[src/rtl/pipe_ctrl_pkg.sv]
// Shared definitions for the pipeline hazard sequencer: FSM state encoding and
// the bit layout of the stall/flush/redirect control vector.
package pipe_ctrl_pkg;

    typedef enum logic [1:0] {
        RUN      = 2'd0,
        MEM_WAIT = 2'd1,
        DRAIN    = 2'd2,
        HALTED   = 2'd3
    } state_e;

    localparam int CTL_W            = 8;
    localparam int CTL_PC_STALL     = 0;
    localparam int CTL_PC_REDIRECT  = 1;
    localparam int CTL_IF_ID_STALL  = 2;
    localparam int CTL_IF_ID_FLUSH  = 3;
    localparam int CTL_ID_EX_STALL  = 4;
    localparam int CTL_ID_EX_FLUSH  = 5;
    localparam int CTL_EX_MEM_STALL = 6;
    localparam int CTL_MEM_WB_FLUSH = 7;

    typedef logic [CTL_W-1:0] ctl_t;

    localparam ctl_t M_PC_STALL     = ctl_t'(1) << CTL_PC_STALL;
    localparam ctl_t M_PC_REDIRECT  = ctl_t'(1) << CTL_PC_REDIRECT;
    localparam ctl_t M_IF_ID_STALL  = ctl_t'(1) << CTL_IF_ID_STALL;
    localparam ctl_t M_IF_ID_FLUSH  = ctl_t'(1) << CTL_IF_ID_FLUSH;
    localparam ctl_t M_ID_EX_STALL  = ctl_t'(1) << CTL_ID_EX_STALL;
    localparam ctl_t M_ID_EX_FLUSH  = ctl_t'(1) << CTL_ID_EX_FLUSH;
    localparam ctl_t M_EX_MEM_STALL = ctl_t'(1) << CTL_EX_MEM_STALL;
    localparam ctl_t M_MEM_WB_FLUSH = ctl_t'(1) << CTL_MEM_WB_FLUSH;

    // Whole-pipe freeze: hold every register and let a bubble fall out of MEM/WB.
    localparam ctl_t CTL_FREEZE = M_PC_STALL | M_IF_ID_STALL | M_ID_EX_STALL
                                | M_EX_MEM_STALL | M_MEM_WB_FLUSH;

endpackage

[src/rtl/pipe_hazard_ctrl_sat_counter.sv]
// Saturating up-counter with synchronous clear; sticks at all-ones.
module sat_counter #(
    parameter int CNT_W = 32
) (
    input  logic             clk,
    input  logic             clear,
    input  logic             inc,
    output logic [CNT_W-1:0] cnt
);

    logic [CNT_W-1:0] cnt_q, cnt_d;

    always_comb begin
        cnt_d = (inc && !(&cnt_q)) ? cnt_q + CNT_W'(1) : cnt_q;
    end

    // NOTE: flops use non-blocking assignments so every register samples pre-edge values.
    // NOTE: clear is synchronous; it only takes effect on a rising clock edge.
    always_ff @(posedge clk) begin
        if (clear) cnt_q <= '0;
        else       cnt_q <= cnt_d;
    end

    assign cnt = cnt_q;

endmodule

[src/rtl/pipe_hazard_ctrl.sv]
// Stall/flush sequencer for the 5-stage pipeline: load-use bubbles, EX redirects,
// data-bus wait freeze with hang timeout, and debug halt drain/park.
module pipe_hazard_ctrl
    import pipe_ctrl_pkg::*;
#(
    parameter int TIMEOUT   = 16,
    parameter int DRAIN_CYC = 3,
    parameter int CNT_W     = 32
) (
    input  logic             clk,
    input  logic             rst,
    input  logic [4:0]       id_rs1,
    input  logic [4:0]       id_rs2,
    input  logic             id_use_rs1,
    input  logic             id_use_rs2,
    input  logic [4:0]       ex_rd,
    input  logic             ex_is_load,
    input  logic             ex_redirect,
    input  logic             mem_req,
    input  logic             mem_ack,
    input  logic             halt_req,
    input  logic             resume,
    output logic             pc_stall,
    output logic             pc_redirect,
    output logic             if_id_stall,
    output logic             if_id_flush,
    output logic             id_ex_stall,
    output logic             id_ex_flush,
    output logic             ex_mem_stall,
    output logic             mem_wb_flush,
    output logic             halted,
    output logic             mem_timeout,
    output logic [CNT_W-1:0] stall_cnt,
    output logic [CNT_W-1:0] flush_cnt
);

    localparam int WAIT_W  = $clog2(TIMEOUT + 1);
    localparam int DRAIN_W = $clog2(DRAIN_CYC + 1);

    state_e             state_q, state_d;
    logic [WAIT_W-1:0]  wait_cnt_q, wait_cnt_d, wait_inc;
    logic [DRAIN_W-1:0] drain_cnt_q, drain_cnt_d, drain_inc;
    logic               mem_timeout_q, mem_timeout_d;
    logic               mem_wait, load_use, wait_hung, drain_done;
    logic               stall_inc, flush_inc;
    ctl_t               run_ctl, ctl;

    assign mem_wait = mem_req & ~mem_ack;
    assign load_use = ex_is_load && (ex_rd != 5'd0)
                   && ((id_use_rs1 && id_rs1 == ex_rd) || (id_use_rs2 && id_rs2 == ex_rd));

    assign wait_inc   = wait_cnt_q + WAIT_W'(1);
    assign wait_hung  = (wait_inc == WAIT_W'(TIMEOUT));
    assign drain_inc  = drain_cnt_q + DRAIN_W'(1);
    assign drain_done = (drain_inc == DRAIN_W'(DRAIN_CYC));

    // Priority: mem_wait > ex_redirect > load_use > halt_req.
    always_comb begin
        if (mem_wait)         run_ctl = CTL_FREEZE;
        else if (ex_redirect) run_ctl = M_PC_REDIRECT | M_IF_ID_FLUSH | M_ID_EX_FLUSH;
        else if (load_use)    run_ctl = M_PC_STALL | M_IF_ID_STALL | M_ID_EX_FLUSH;
        else if (halt_req)    run_ctl = M_PC_STALL | M_IF_ID_FLUSH;
        else                  run_ctl = '0;
    end

    always_ff @(posedge clk) begin
        if (rst) begin
            state_q       <= RUN;
            wait_cnt_q    <= '0;
            drain_cnt_q   <= '0;
            mem_timeout_q <= 1'b0;
        end else begin
            state_q       <= state_d;
            wait_cnt_q    <= wait_cnt_d;
            drain_cnt_q   <= drain_cnt_d;
            mem_timeout_q <= mem_timeout_d;
        end
    end

    // NOTE: every variable gets a default first so no path through the case infers a latch.
    always_comb begin
        state_d       = state_q;
        wait_cnt_d    = wait_cnt_q;
        drain_cnt_d   = drain_cnt_q;
        mem_timeout_d = mem_timeout_q;
        unique case (state_q)
            RUN: begin
                if (mem_wait) begin
                    state_d    = MEM_WAIT;
                    wait_cnt_d = WAIT_W'(1);
                end else if (!ex_redirect && !load_use && halt_req) begin
                    state_d     = DRAIN;
                    drain_cnt_d = '0;
                end
            end
            MEM_WAIT: begin
                if (!mem_wait) begin
                    state_d    = RUN;
                    wait_cnt_d = '0;
                end else if (wait_hung) begin
                    state_d       = HALTED;
                    mem_timeout_d = 1'b1;
                    wait_cnt_d    = '0;
                end else begin
                    wait_cnt_d = wait_inc;
                end
            end
            DRAIN: begin
                if (mem_wait) begin
                    if (wait_hung) begin
                        state_d       = HALTED;
                        mem_timeout_d = 1'b1;
                        wait_cnt_d    = '0;
                    end else begin
                        wait_cnt_d = wait_inc;
                    end
                end else begin
                    wait_cnt_d = '0;
                    // A load-use bubble is not forward progress; a redirect is.
                    if (ex_redirect || !load_use) begin
                        drain_cnt_d = drain_inc;
                        if (drain_done) state_d = HALTED;
                    end
                end
            end
            HALTED: begin
                if (resume) state_d = RUN;
            end
            default: state_d = RUN;
        endcase
    end

    always_comb begin
        ctl       = '0;
        halted    = 1'b0;
        stall_inc = 1'b0;
        flush_inc = 1'b0;
        if (!rst) begin
            unique case (state_q)
                RUN, MEM_WAIT: begin
                    ctl       = run_ctl;
                    stall_inc = mem_wait || (load_use && !ex_redirect);
                    flush_inc = ex_redirect && !mem_wait;
                end
                DRAIN: begin
                    if (mem_wait) begin
                        ctl       = CTL_FREEZE;
                        stall_inc = 1'b1;
                    end else if (ex_redirect) begin
                        ctl       = M_PC_STALL | M_IF_ID_FLUSH | M_PC_REDIRECT | M_ID_EX_FLUSH;
                        flush_inc = 1'b1;
                    end else if (load_use) begin
                        ctl       = M_PC_STALL | M_IF_ID_STALL | M_ID_EX_FLUSH;
                        stall_inc = 1'b1;
                    end else begin
                        ctl = M_PC_STALL | M_IF_ID_FLUSH;
                    end
                end
                HALTED: begin
                    ctl    = M_PC_STALL | M_IF_ID_FLUSH;
                    halted = 1'b1;
                end
                default: ctl = '0;
            endcase
        end
    end

    assign pc_stall     = ctl[CTL_PC_STALL];
    assign pc_redirect  = ctl[CTL_PC_REDIRECT];
    assign if_id_stall  = ctl[CTL_IF_ID_STALL];
    assign if_id_flush  = ctl[CTL_IF_ID_FLUSH];
    assign id_ex_stall  = ctl[CTL_ID_EX_STALL];
    assign id_ex_flush  = ctl[CTL_ID_EX_FLUSH];
    assign ex_mem_stall = ctl[CTL_EX_MEM_STALL];
    assign mem_wb_flush = ctl[CTL_MEM_WB_FLUSH];
    assign mem_timeout  = mem_timeout_q;

    sat_counter #(.CNT_W(CNT_W)) u_stall_cnt (
        .clk   (clk),
        .clear (rst),
        .inc   (stall_inc),
        .cnt   (stall_cnt)
    );

    sat_counter #(.CNT_W(CNT_W)) u_flush_cnt (
        .clk   (clk),
        .clear (rst),
        .inc   (flush_inc),
        .cnt   (flush_cnt)
    );

endmodule

[config.mk]
export PLATFORM = sky130hd
export DESIGN_NAME = pipe_hazard_ctrl
export DESIGN_NICKNAME = d
export VERILOG_FILES = /design/src/rtl/pipe_ctrl_pkg.sv /design/src/rtl/pipe_hazard_ctrl_sat_counter.sv /design/src/rtl/pipe_hazard_ctrl.sv
export SDC_FILE = /design/constraint.sdc
export NUM_CORES = 1
export LEC_CHECK = 0
export CAP_MARGIN = 20
export CORE_MARGIN = 4
export CORE_UTILIZATION = 51
export CTS_CLUSTER_DIAMETER = 200
export DETAILED_ROUTE_END_ITERATION = 8
export GPL_ROUTABILITY_DRIVEN = 1
export HOLD_SLACK_MARGIN = 0.02
export PLACE_DENSITY = 0.81
export SLEW_MARGIN = 20
export SYNTH_ARGS = -nofsm -noshare
export SYNTH_HDL_FRONTEND = slang
export SYNTH_HIERARCHICAL = 1
export SYNTH_SLANG_ARGS = --single-unit
[constraint.sdc]
create_clock -name clk -period 3.5 [get_ports clk]
set_clock_uncertainty 0.15 [all_clocks]
set_input_delay 0.7 -clock clk [delete_from_list [all_inputs] [get_ports clk]]
set_output_delay 0.7 -clock clk [all_outputs]
set_load 0.01 [all_outputs]
### Yosys cells after proc, flatten, opt, wreduce, memory -nomap -nowiden

Cells that the tools add are included.

* bits in registers: 74
* output and inout port bits: 74

* add/subtract/negate cells: 4
* equality and inequality tests: 16
* mux-type cells: 38
* bitwise gates (word level): 2
* reductions and logical operators: 30

Operators with widths (number)
* 32-bit by 1-bit adder with 32-bit output (second input constant): 2
* 32-bit AND reduction: 2
* 2-bit two-way mux: 12
* 6-bit two-way mux: 4
* 8-bit two-way mux: 3
* 8-bit case mux with 3 select lines: 1
* 5-bit two-way mux: 3
* 2-bit != test (second input constant): 6
* 5-bit equality test: 2
* 1-bit logical AND: 10
* 5-bit case mux with 2 select lines: 1
* 1-bit two-way mux: 9
* 3-bit != test (second input constant): 3
* 2-bit case mux with 4 select lines: 1
* 2-bit equality test (second input constant): 3
* 5-bit by 1-bit adder with 5-bit output (second input constant): 1
* 5-bit equality test (second input constant): 1
* 1-bit logical NOT: 5
* 5-bit AND reduction: 1
* 5-bit nonzero test: 1
* 4-bit two-way mux: 1
* 1-bit case mux with 2 select lines: 2
* 2-bit case mux with 2 select lines: 1
* 4-bit AND reduction: 1
* other kinds (10): 14

### Depth between registers and ports, before layout

Gate-level depths: netlist (run 1).

* depth after elaboration: 10
* gate-level depth with buffers: 11

### Hierarchy

The synthesis (run 1) kept the hierarchy.

By module, submodules not included
* sat_counter at u_flush_cnt: instances 1, cells an instance 191, area an instance 1721.7 sq um, sequential area each 640.6 sq um
* sat_counter at u_stall_cnt: instances 1, cells an instance 204, area an instance 1689.1 sq um, sequential area each 640.6 sq um
* pipe_hazard_ctrl: instances 1, cells an instance 137, area an instance 993.5 sq um, sequential area each 200.2 sq um

### Worst setup path after synthesis (run 1)

OpenSTA, ideal clock, no wires.

* kind: input to register
* from: in mem_ack
* to: reg u_flush_cnt.cnt_q[26], in the netlist u_flush_cnt/cnt[26]
* setup time: 0.128 ns
* arrival: 3.035 ns
* required time: 3.222 ns
* setup slack: 0.187 ns
* stages on the path: 9
* buffers on the path: 1
* path through: nand2b_1 > clkbuf_1 > nand2_1 > nor4_1 > and4_4 > nand4_4 > a2111oi_4 > xnor2_1 > nor2_1

* longest elaborated chain between the ends: 7
* elaborated cells between the ends (all ways): 8

RTL lines
* start, declared: RTL line pipe_hazard_ctrl.sv:20 `input logic mem_ack,`
* 1-bit NOT (*): RTL line pipe_hazard_ctrl.sv:48 `assign mem_wait = mem_req & ~mem_ack;`
* 1-bit bitwise AND (*): RTL line pipe_hazard_ctrl.sv:48
* 1-bit logical NOT: RTL line pipe_hazard_ctrl.sv:143 `flush_inc = ex_redirect && !mem_wait;`
* 1-bit logical AND: RTL line pipe_hazard_ctrl.sv:143
* 1-bit case mux with 2 select lines (*): RTL line pipe_hazard_ctrl.sv:139 `unique case (state_q)`
* 1-bit two-way mux (*): RTL line pipe_hazard_ctrl.sv:138 `if (!rst) begin`
* net flush_inc: RTL line pipe_hazard_ctrl.sv:45 `logic stall_inc, flush_inc;`
* 1-bit logical AND (*): RTL line pipe_hazard_ctrl_sat_counter.sv:14 `cnt_d = (inc && !(&cnt_q)) ? cnt_q + CNT_W'(1) : cnt_q;`
* end signal, assigned: RTL line pipe_hazard_ctrl_sat_counter.sv:21 `else cnt_q <= cnt_d;`
* end, declared: RTL line pipe_hazard_ctrl_sat_counter.sv:11 `logic [CNT_W-1:0] cnt_q, cnt_d;`

Mark *: on every way through the listed nets, which the timed path passes. The rest lies on a longest branch.
A chain may end at the register's enable or synchronous reset.

### Worst setup path after layout (run 1)

* from: in id_rs1[4]
* to: reg u_stall_cnt.cnt_q[18], in the netlist u_stall_cnt/cnt[18]

* longest elaborated chain between the ends: 10
* elaborated cells between the ends (all ways): 12

RTL lines
* start, declared: RTL line pipe_hazard_ctrl.sv:12 `input logic [4:0] id_rs1,`
* 5-bit equality test (*): RTL line pipe_hazard_ctrl.sv:50 `&& ((id_use_rs1 && id_rs1 == ex_rd) || (id_use_rs2 && id_rs2 == ex_rd));`
* 1-bit logical AND (*): RTL line pipe_hazard_ctrl.sv:50
* 1-bit logical OR (*): RTL line pipe_hazard_ctrl.sv:50
* 1-bit logical AND (*): RTL line pipe_hazard_ctrl.sv:50
* 1-bit two-way mux: RTL line pipe_hazard_ctrl.sv:152 `end else if (load_use) begin`
* 1-bit two-way mux: RTL line pipe_hazard_ctrl.sv:149 `end else if (ex_redirect) begin`
* 1-bit two-way mux: RTL line pipe_hazard_ctrl.sv:146 `if (mem_wait) begin`
* 1-bit case mux with 2 select lines (*): RTL line pipe_hazard_ctrl.sv:139
* 1-bit two-way mux (*): RTL line pipe_hazard_ctrl.sv:138
* net stall_inc: RTL line pipe_hazard_ctrl.sv:45
* 1-bit logical AND (*): RTL line pipe_hazard_ctrl_sat_counter.sv:14
* end signal, assigned: RTL line pipe_hazard_ctrl_sat_counter.sv:21
* end, declared: RTL line pipe_hazard_ctrl_sat_counter.sv:11

Marked as above.

==> results of run 1 <==
[cells in the mapped netlist, types with 5 or more instances]
cell / n
sky130_fd_sc_hd__nor3_1: 9
sky130_fd_sc_hd__mux2_2: 5
sky130_fd_sc_hd__ha_1: 9
sky130_fd_sc_hd__nand4_1: 17
sky130_fd_sc_hd__xnor2_1: 22
sky130_fd_sc_hd__and4_1: 8
sky130_fd_sc_hd__or4_1: 14
sky130_fd_sc_hd__clkbuf_1: 16
sky130_fd_sc_hd__dfxtp_1: 74
sky130_fd_sc_hd__inv_1: 16
sky130_fd_sc_hd__nand3_1: 25
sky130_fd_sc_hd__nor2b_1: 9
sky130_fd_sc_hd__or3_1: 31
sky130_fd_sc_hd__o31ai_1: 12
sky130_fd_sc_hd__a21oi_1: 51
sky130_fd_sc_hd__nand2_1: 37
sky130_fd_sc_hd__o21ai_1: 10
sky130_fd_sc_hd__o21ai_0: 26
sky130_fd_sc_hd__nor4_1: 7
sky130_fd_sc_hd__nor2_1: 47
sky130_fd_sc_hd__xor2_1: 8
[cells by family after synthesis]
kind of cell               Yosys count  synth area share [%]
and+or+nand+nor                    240                  32.1
AOI/OAI and AO/OA                  129                  19.3
DFF                                 74                  33.6
buffers and inverters               41                  4.15
xor gates and xnor gates            30                  5.97
muxes                                9                  2.22
adders and majority gates            9                  2.56
[registers in the layout (all words and copies together), names as in the netlist]
name             cells
u_flush_cnt/cnt     32
u_stall_cnt/cnt     32
wait_cnt_q           5
drain_cnt_q          2
state_q              2
mem_timeout          1
[how the worst max path moves through the flow]
| stage | from | endpoint | depth (start not counted) | slack [ps] |
|---|---|---|---|---|
| 2_1_floorplan | mem_ack | u_flush_cnt/cnt[26]$_SDFFE_PP0P_ | 9 | 190 |
| 3_3_place_gp | ex_rd[1] | u_stall_cnt/cnt[14]$_SDFFE_PP0P_ | 12 | -330 |
| 3_5_place_dp | ex_rd[1] | u_stall_cnt/cnt[14]$_SDFFE_PP0P_ | 12 | -500 |
| 4_1_cts | ex_rd[1] | id_ex_flush | 7 | 3 |
| 5_1_grt | id_rs1[4] | u_stall_cnt/cnt[18]$_SDFFE_PP0P_ | 13 | 0.8 |
| 6_report | id_rs1[4] | u_stall_cnt/cnt[18]$_SDFFE_PP0P_ | 13 | 90 |
[worst register-to-register path: cells and delay by family, from the launching register on]
family,cells,cell delay (ps)
compound gates,1,390
xor+xnor,1,160
fa+ha+maj,1,480
buf+inv,2,330
flops,1,340
simple gates,5,1000
[timing repair]
item,CTS,global route
pin swaps,1,1
gates cloned,0,1
buffers inserted,0,4
endpoints found under the setup margin,12,16
gates resized for setup,8,9
[power groups by stage]
stage / Combinational [mW] / Clock (mW) / Sequential (mW)
finish: 0.374 / 0.661 / 0.881
global route: 0.406 / 0.716 / 0.883
CTS: 0.360 / 0.682 / 0.881
detailed placement: 0.357 / 0 / 0.900
global placement: 0.345 / 0 / 0.899
floorplan: 0.234 / 0 / 0.898
[final cells by class]
type	instances	area [um^2]	share of cell area, %
clock buffer	11	141	2.43
inverter	16	60.1	1.03
timing repair buffer	121	1160	19.9
clock inverter	4	52.6	0.902
multi-input combinational	418	2800	48.1
sequential	74	1480	25.4
tap	105	131	2.25
[per-layer routing]
layer | part of all wire (%) | track usage (%)
met1 | 42 | 27.0
met2 | 52 | 39.8
met3 | 5.2 | 4.64
met4 | 1.4 | 6.03
met5 | 0 | 0
==> flow_summary.toml, run 1 <==
[logic_synthesis]
synth_top_area_share_pct = 33.6
synthesis.nets = 566
synthFlopType = "sky130_fd_sc_hd__dfxtp_1"
synth-async-reset-ratio_pct = 0
synth.avg_cell_area_um2 = 8.28
yosysTopAreaCell = "sky130_fd_sc_hd__dfxtp_1"
postSynthCellCount = 532
synth_seq_cells = 74
synth_enable_flop_cells = 0
synth_cell_types = 67
sequential_area_share_after_synthesis_pct = 33.6
synth.cell_area_mm2 = 0.00440
number_of_warnings_issued_by_yosys = 6
post_synth_main_area_contributors = "sky130_fd_sc_hd__dfxtp_1 (34%), sky130_fd_sc_hd__a21oi_1 (5.8%), sky130_fd_sc_hd__or3_1 (4.4%)"

[die]
floorplan_die_area_mm2 = 0.0102
floorplan.die.width_um = 101
io_pins = 99
initial_utilization_pct = 53.1
dieHeight_um = 101
total_core_area_mm2 = 0.00830
core.rowCount = 33

[layout]
finish.net_count = 674
finish.instance_area_mm2 = 0.00583
final_common_cell = "sky130_fd_sc_hd__clkdlybuf4s50_1"
layout_common_cells = "sky130_fd_sc_hd__clkdlybuf4s50_1 (88), sky130_fd_sc_hd__dfxtp_1 (74), sky130_fd_sc_hd__a21oi_1 (50)"
final.fill_count = 658
final_core_utilization_pct = 70.2
areaGrowthSynthToFinish_pct = 32.3
drive_above_1_share_pct = 11.8
antenna_cells_inserted = 0
layoutNonFillerInstCount = 749

[placed_design]
detailed_place.area_mm2 = 0.00553
place.detailed.hpwl_um = 8450
dpl.cell_count = 729
dp_slack_ps = -501
routabilityCongestion = 0.862
numPortBuffers = 98

[pwr]
power.share.switching_pct = 28.6
power_frac_comb_pct = 19.5
leakage_nw = 1.95
power.share.sequential_pct = 46.0
switchingPower_mw = 0.549
irDropWorstVdd_v = 0.000180
design_power_total_mw = 1.92
p_clk_share_pct = 34.5
power-per-cell-area_mw_per_mm2 = 329
internal_power_mw = 1.37

[timing]
final-max-slew-violation-count = 0
setup-tns-final_ps = 0
timing_worst_slew_pin_value_ps = 983
grt_setup_unrepaired = "no"
final_hold_vios = 0
fin_crit_ps = 3410
achievable-frequency_mhz = 293
worst_slew_margin_rel_pct = 33.8
timing.hold.ws_ps = 326
timing.final.ws_setup_ps = 91.7
setup-violations-final = 0
period_share_pct = 97.4

[flow_run]
drv_cap = 0

[worst_setup_path]
worst-path-buf-inv = 4
critical_path_cell_by_cell = "clkdlybuf4s50_1 > xnor2_1 > nand4_1 > o22ai_2 > a31oi_4 > buf_4 > nor4_4 > buf_4 > nand4_1 > a31o_4 > buf_4 > or3_1 > a21oi_1"
critical-path-top-delay-family = "buffers and inverters"
critical_path_required_ps = 3620
crit_path_start_kind = "input pin"
worst-endpoint-arrival_ps = 3530
setup.reg_to_reg.worst_slack_ps = 550
worst_r2r_endpoint = "u_flush_cnt/cnt[26]$_SDFFE_PP0P_"
end_kind = "flip-flop"
timing.critical_path.slowest_stage_cell = "sky130_fd_sc_hd__clkdlybuf4s50_1"
crit_fanout = 5
timing.critical_path.slowest_cell_delay_ps = 480
rr_worst_depth = 10
worstReg2RegStart = "state_q[0]$_SDFFE_PP0P_"
crit_type = "in2reg"
path_common_cell = "sky130_fd_sc_hd__buf_4"

[hold_path]
worst_hold_path.num_cells = 2
min_from = "drain_cnt_q[1]$_SDFFE_PP0P_"
whs_endpoint = "drain_cnt_q[1]$_SDFFE_PP0P_"
worstHoldPathType = "reg2reg"

[global_routing]
grt_max_degree = 61
first_global_vias = 4155
number_of_antenna_violations_at_the_first_check_in_global_routing = 0
global_route.usage.total_pct = 22.3
first_pass_grt_wire_length_um = 19000
overflow = 0

[route]
viasPerCell = 5.98
drtPass1Iterations = 7
drt-total-wl_um = 11700
route.vias.total = 4478
antenna_violation_net_count_after_detailed_routing = 0
avgRoutedWirePerCell_um = 15.7
drtIter0Drc = 231
route.detailed.drc = 0

[status]
run_status = "completed"

[clock_network]
clk_pin_slew_worst_paths_ps = 80
cts_tree = "done"
clock_tree.root_cell = "sky130_fd_sc_hd__clkbuf_8"
clock_sinks = 74
numCtsBuffers = 9
clkLatencyLatePin_ps = 350
cts_max_path_buffers = 2
cts_max_level = 3
holdBufCountCts = 0
No activity file was read; power rests on OpenSTA's default activity.
==> inputs of run 2 (changes only) <==
Clock period 3.5 ns to 3.3 ns, I/O delays scaled along.
==> run 2 against run 1 <==
  * Combinational power rose by 8.0%
  * Critical path depth fell by 5
  * Flip-flop and latch count did not move
  * Sequential power rose by 6.1%
  * Sequential share of layout area fell by 0.24 points
  * Largest cell class unchanged
  * Core utilization rose by 0.66 points
  * Hold slack got worse by 14 ps
  * Critical endpoint is now pc_stall
  * Via count rose by 0.13%
  * Global-route usage rose by 0.80 points
==> flow_summary.toml, run 2 (same netlist as run 1, synthesis figures left out) <==
[global_routing]
number_of_antenna_violations_at_the_first_check_in_global_routing = 0
first_global_vias = 4132
overflow = 0
first_pass_grt_wire_length_um = 19400
grt_max_degree = 63
global_route.usage.total_pct = 23.1

[worst_setup_path]
crit_path_start_kind = "input pin"
end_kind = "output port"
critical_path_required_ps = 2490
crit_type = "in2out"
crit_fanout = 3
worst-endpoint-arrival_ps = 2460

[die]
floorplan.die.width_um = 101
core.rowCount = 33
total_core_area_mm2 = 0.00830
floorplan_die_area_mm2 = 0.0102
initial_utilization_pct = 53.1
dieHeight_um = 101
io_pins = 99

[timing]
timing.hold.ws_ps = 312
setup-violations-final = 0
achievable-frequency_mhz = 306
worst_slew_margin_rel_pct = 46.2
period_share_pct = 99.2
final_hold_vios = 0
grt_setup_unrepaired = "yes"
final-max-slew-violation-count = 0
timing.final.ws_setup_ps = 27.0
fin_crit_ps = 3270
timing_worst_slew_pin_value_ps = 799

[clock_network]
clk_pin_slew_worst_paths_ps = 70
numCtsBuffers = 9
holdBufCountCts = 0
cts_max_path_buffers = 2
clock_sinks = 74
cts_tree = "done"
clock_tree.root_cell = "sky130_fd_sc_hd__clkbuf_8"
clkLatencyLatePin_ps = 340
cts_max_level = 3

[layout]
final.fill_count = 674
finish.instance_area_mm2 = 0.00588
finish.net_count = 682
areaGrowthSynthToFinish_pct = 33.6
layout_common_cells = "sky130_fd_sc_hd__clkdlybuf4s50_1 (83), sky130_fd_sc_hd__dfxtp_1 (74), sky130_fd_sc_hd__a21oi_1 (48)"
drive_above_1_share_pct = 14.3
final_common_cell = "sky130_fd_sc_hd__clkdlybuf4s50_1"
antenna_cells_inserted = 0
final_core_utilization_pct = 70.9

[route]
avgRoutedWirePerCell_um = 15.9
drt-total-wl_um = 12000
viasPerCell = 5.93
drtIter0Drc = 228
antenna_violation_net_count_after_detailed_routing = 0
drtPass1Iterations = 5
route.detailed.drc = 0
route.vias.total = 4484

[flow_run]
drv_cap = 0

[placed_design]
dp_slack_ps = -567
detailed_place.area_mm2 = 0.00556
routabilityCongestion = 0.853
numPortBuffers = 98
place.detailed.hpwl_um = 8600

[pwr]
design_power_total_mw = 1.94
power-per-cell-area_mw_per_mm2 = 331
leakage_nw = 1.97
irDropWorstVdd_v = 0.000251

[status]
run_status = "completed"

[hold_path]
worstHoldPathType = "reg2reg"
-- run 2: layout make-up --
type,instances,area (um^2),share of cell area (%)
clock buffer,11,141,2.40
clock inverter,3,17.5,0.298
inverter,16,60.1,1.02
multi-input combinational,417,2830,48.2
sequential,74,1480,25.2
tap,105,131,2.23
timing repair buffer,130,1220,20.7
-- run 2: metal layers --
metal	GRT usage [%]	vias to the layer above	part of all wire, %
met5	0	-	0
li1	-	2207	-
met3	5.26	11	5.0
met1	27.1	2142	41
met4	7.46	0	0.96
met2	41.4	124	53
-- run 2: report_power, final --
| part | internal, mW | total (mW) | switching [mW] |
|---|---|---|---|
| combinational | 0.177 | 0.404 | 0.227 |
| clock | 0.283 | 0.605 | 0.322 |
| sequential | 0.912 | 0.935 | 0.0235 |
-- run 2: final timing paths --
kind | end | from | slack, ps | cells past startpoint
max | pc_stall | ex_rd[1] | 30 | 8
min | drain_cnt_q[0]$_SDFFE_PP0P_ | drain_cnt_q[0]$_SDFFE_PP0P_ | 310 | 2
max reg2reg | u_flush_cnt/cnt[6]$_SDFFE_PP0P_ | state_q[0]$_SDFFE_PP0P_ | 470 | 11
min reg2reg | drain_cnt_q[0]$_SDFFE_PP0P_ | drain_cnt_q[0]$_SDFFE_PP0P_ | 310 | 2
-- run 2: repair_timing --
action / CTS / global route
setup buffers: 4 / 5
setup endpoints to repair: 21 / 18
resized for setup: 14 / 21
pin swaps: 1 / 17
-- run 2: metrics by stage --
stage               instances  setup TNS (ps)
global route              756           -63.1
floorplan                 532               0
detailed placement        733          -11730
finish                    756               0
CTS                       751               0
global placement          733           -8360
-- run 2: worst max-delay path: stages --
cell and delay (ps):
sky130_fd_sc_hd__dlygate4sd2_1 280, sky130_fd_sc_hd__or4_1 550, sky130_fd_sc_hd__o21ai_2 170, sky130_fd_sc_hd__inv_2 70, sky130_fd_sc_hd__a31oi_4 220, sky130_fd_sc_hd__buf_4 150, sky130_fd_sc_hd__a31oi_1 60, sky130_fd_sc_hd__dlygate4sd2_1 300
==> inputs of run 3 (changes only) <==
Settings changed: HOLD_SLACK_MARGIN 0.02 to unset.
==> results of run 3 <==
The final DEF is identical to that of run 2; final timing and power are the same.
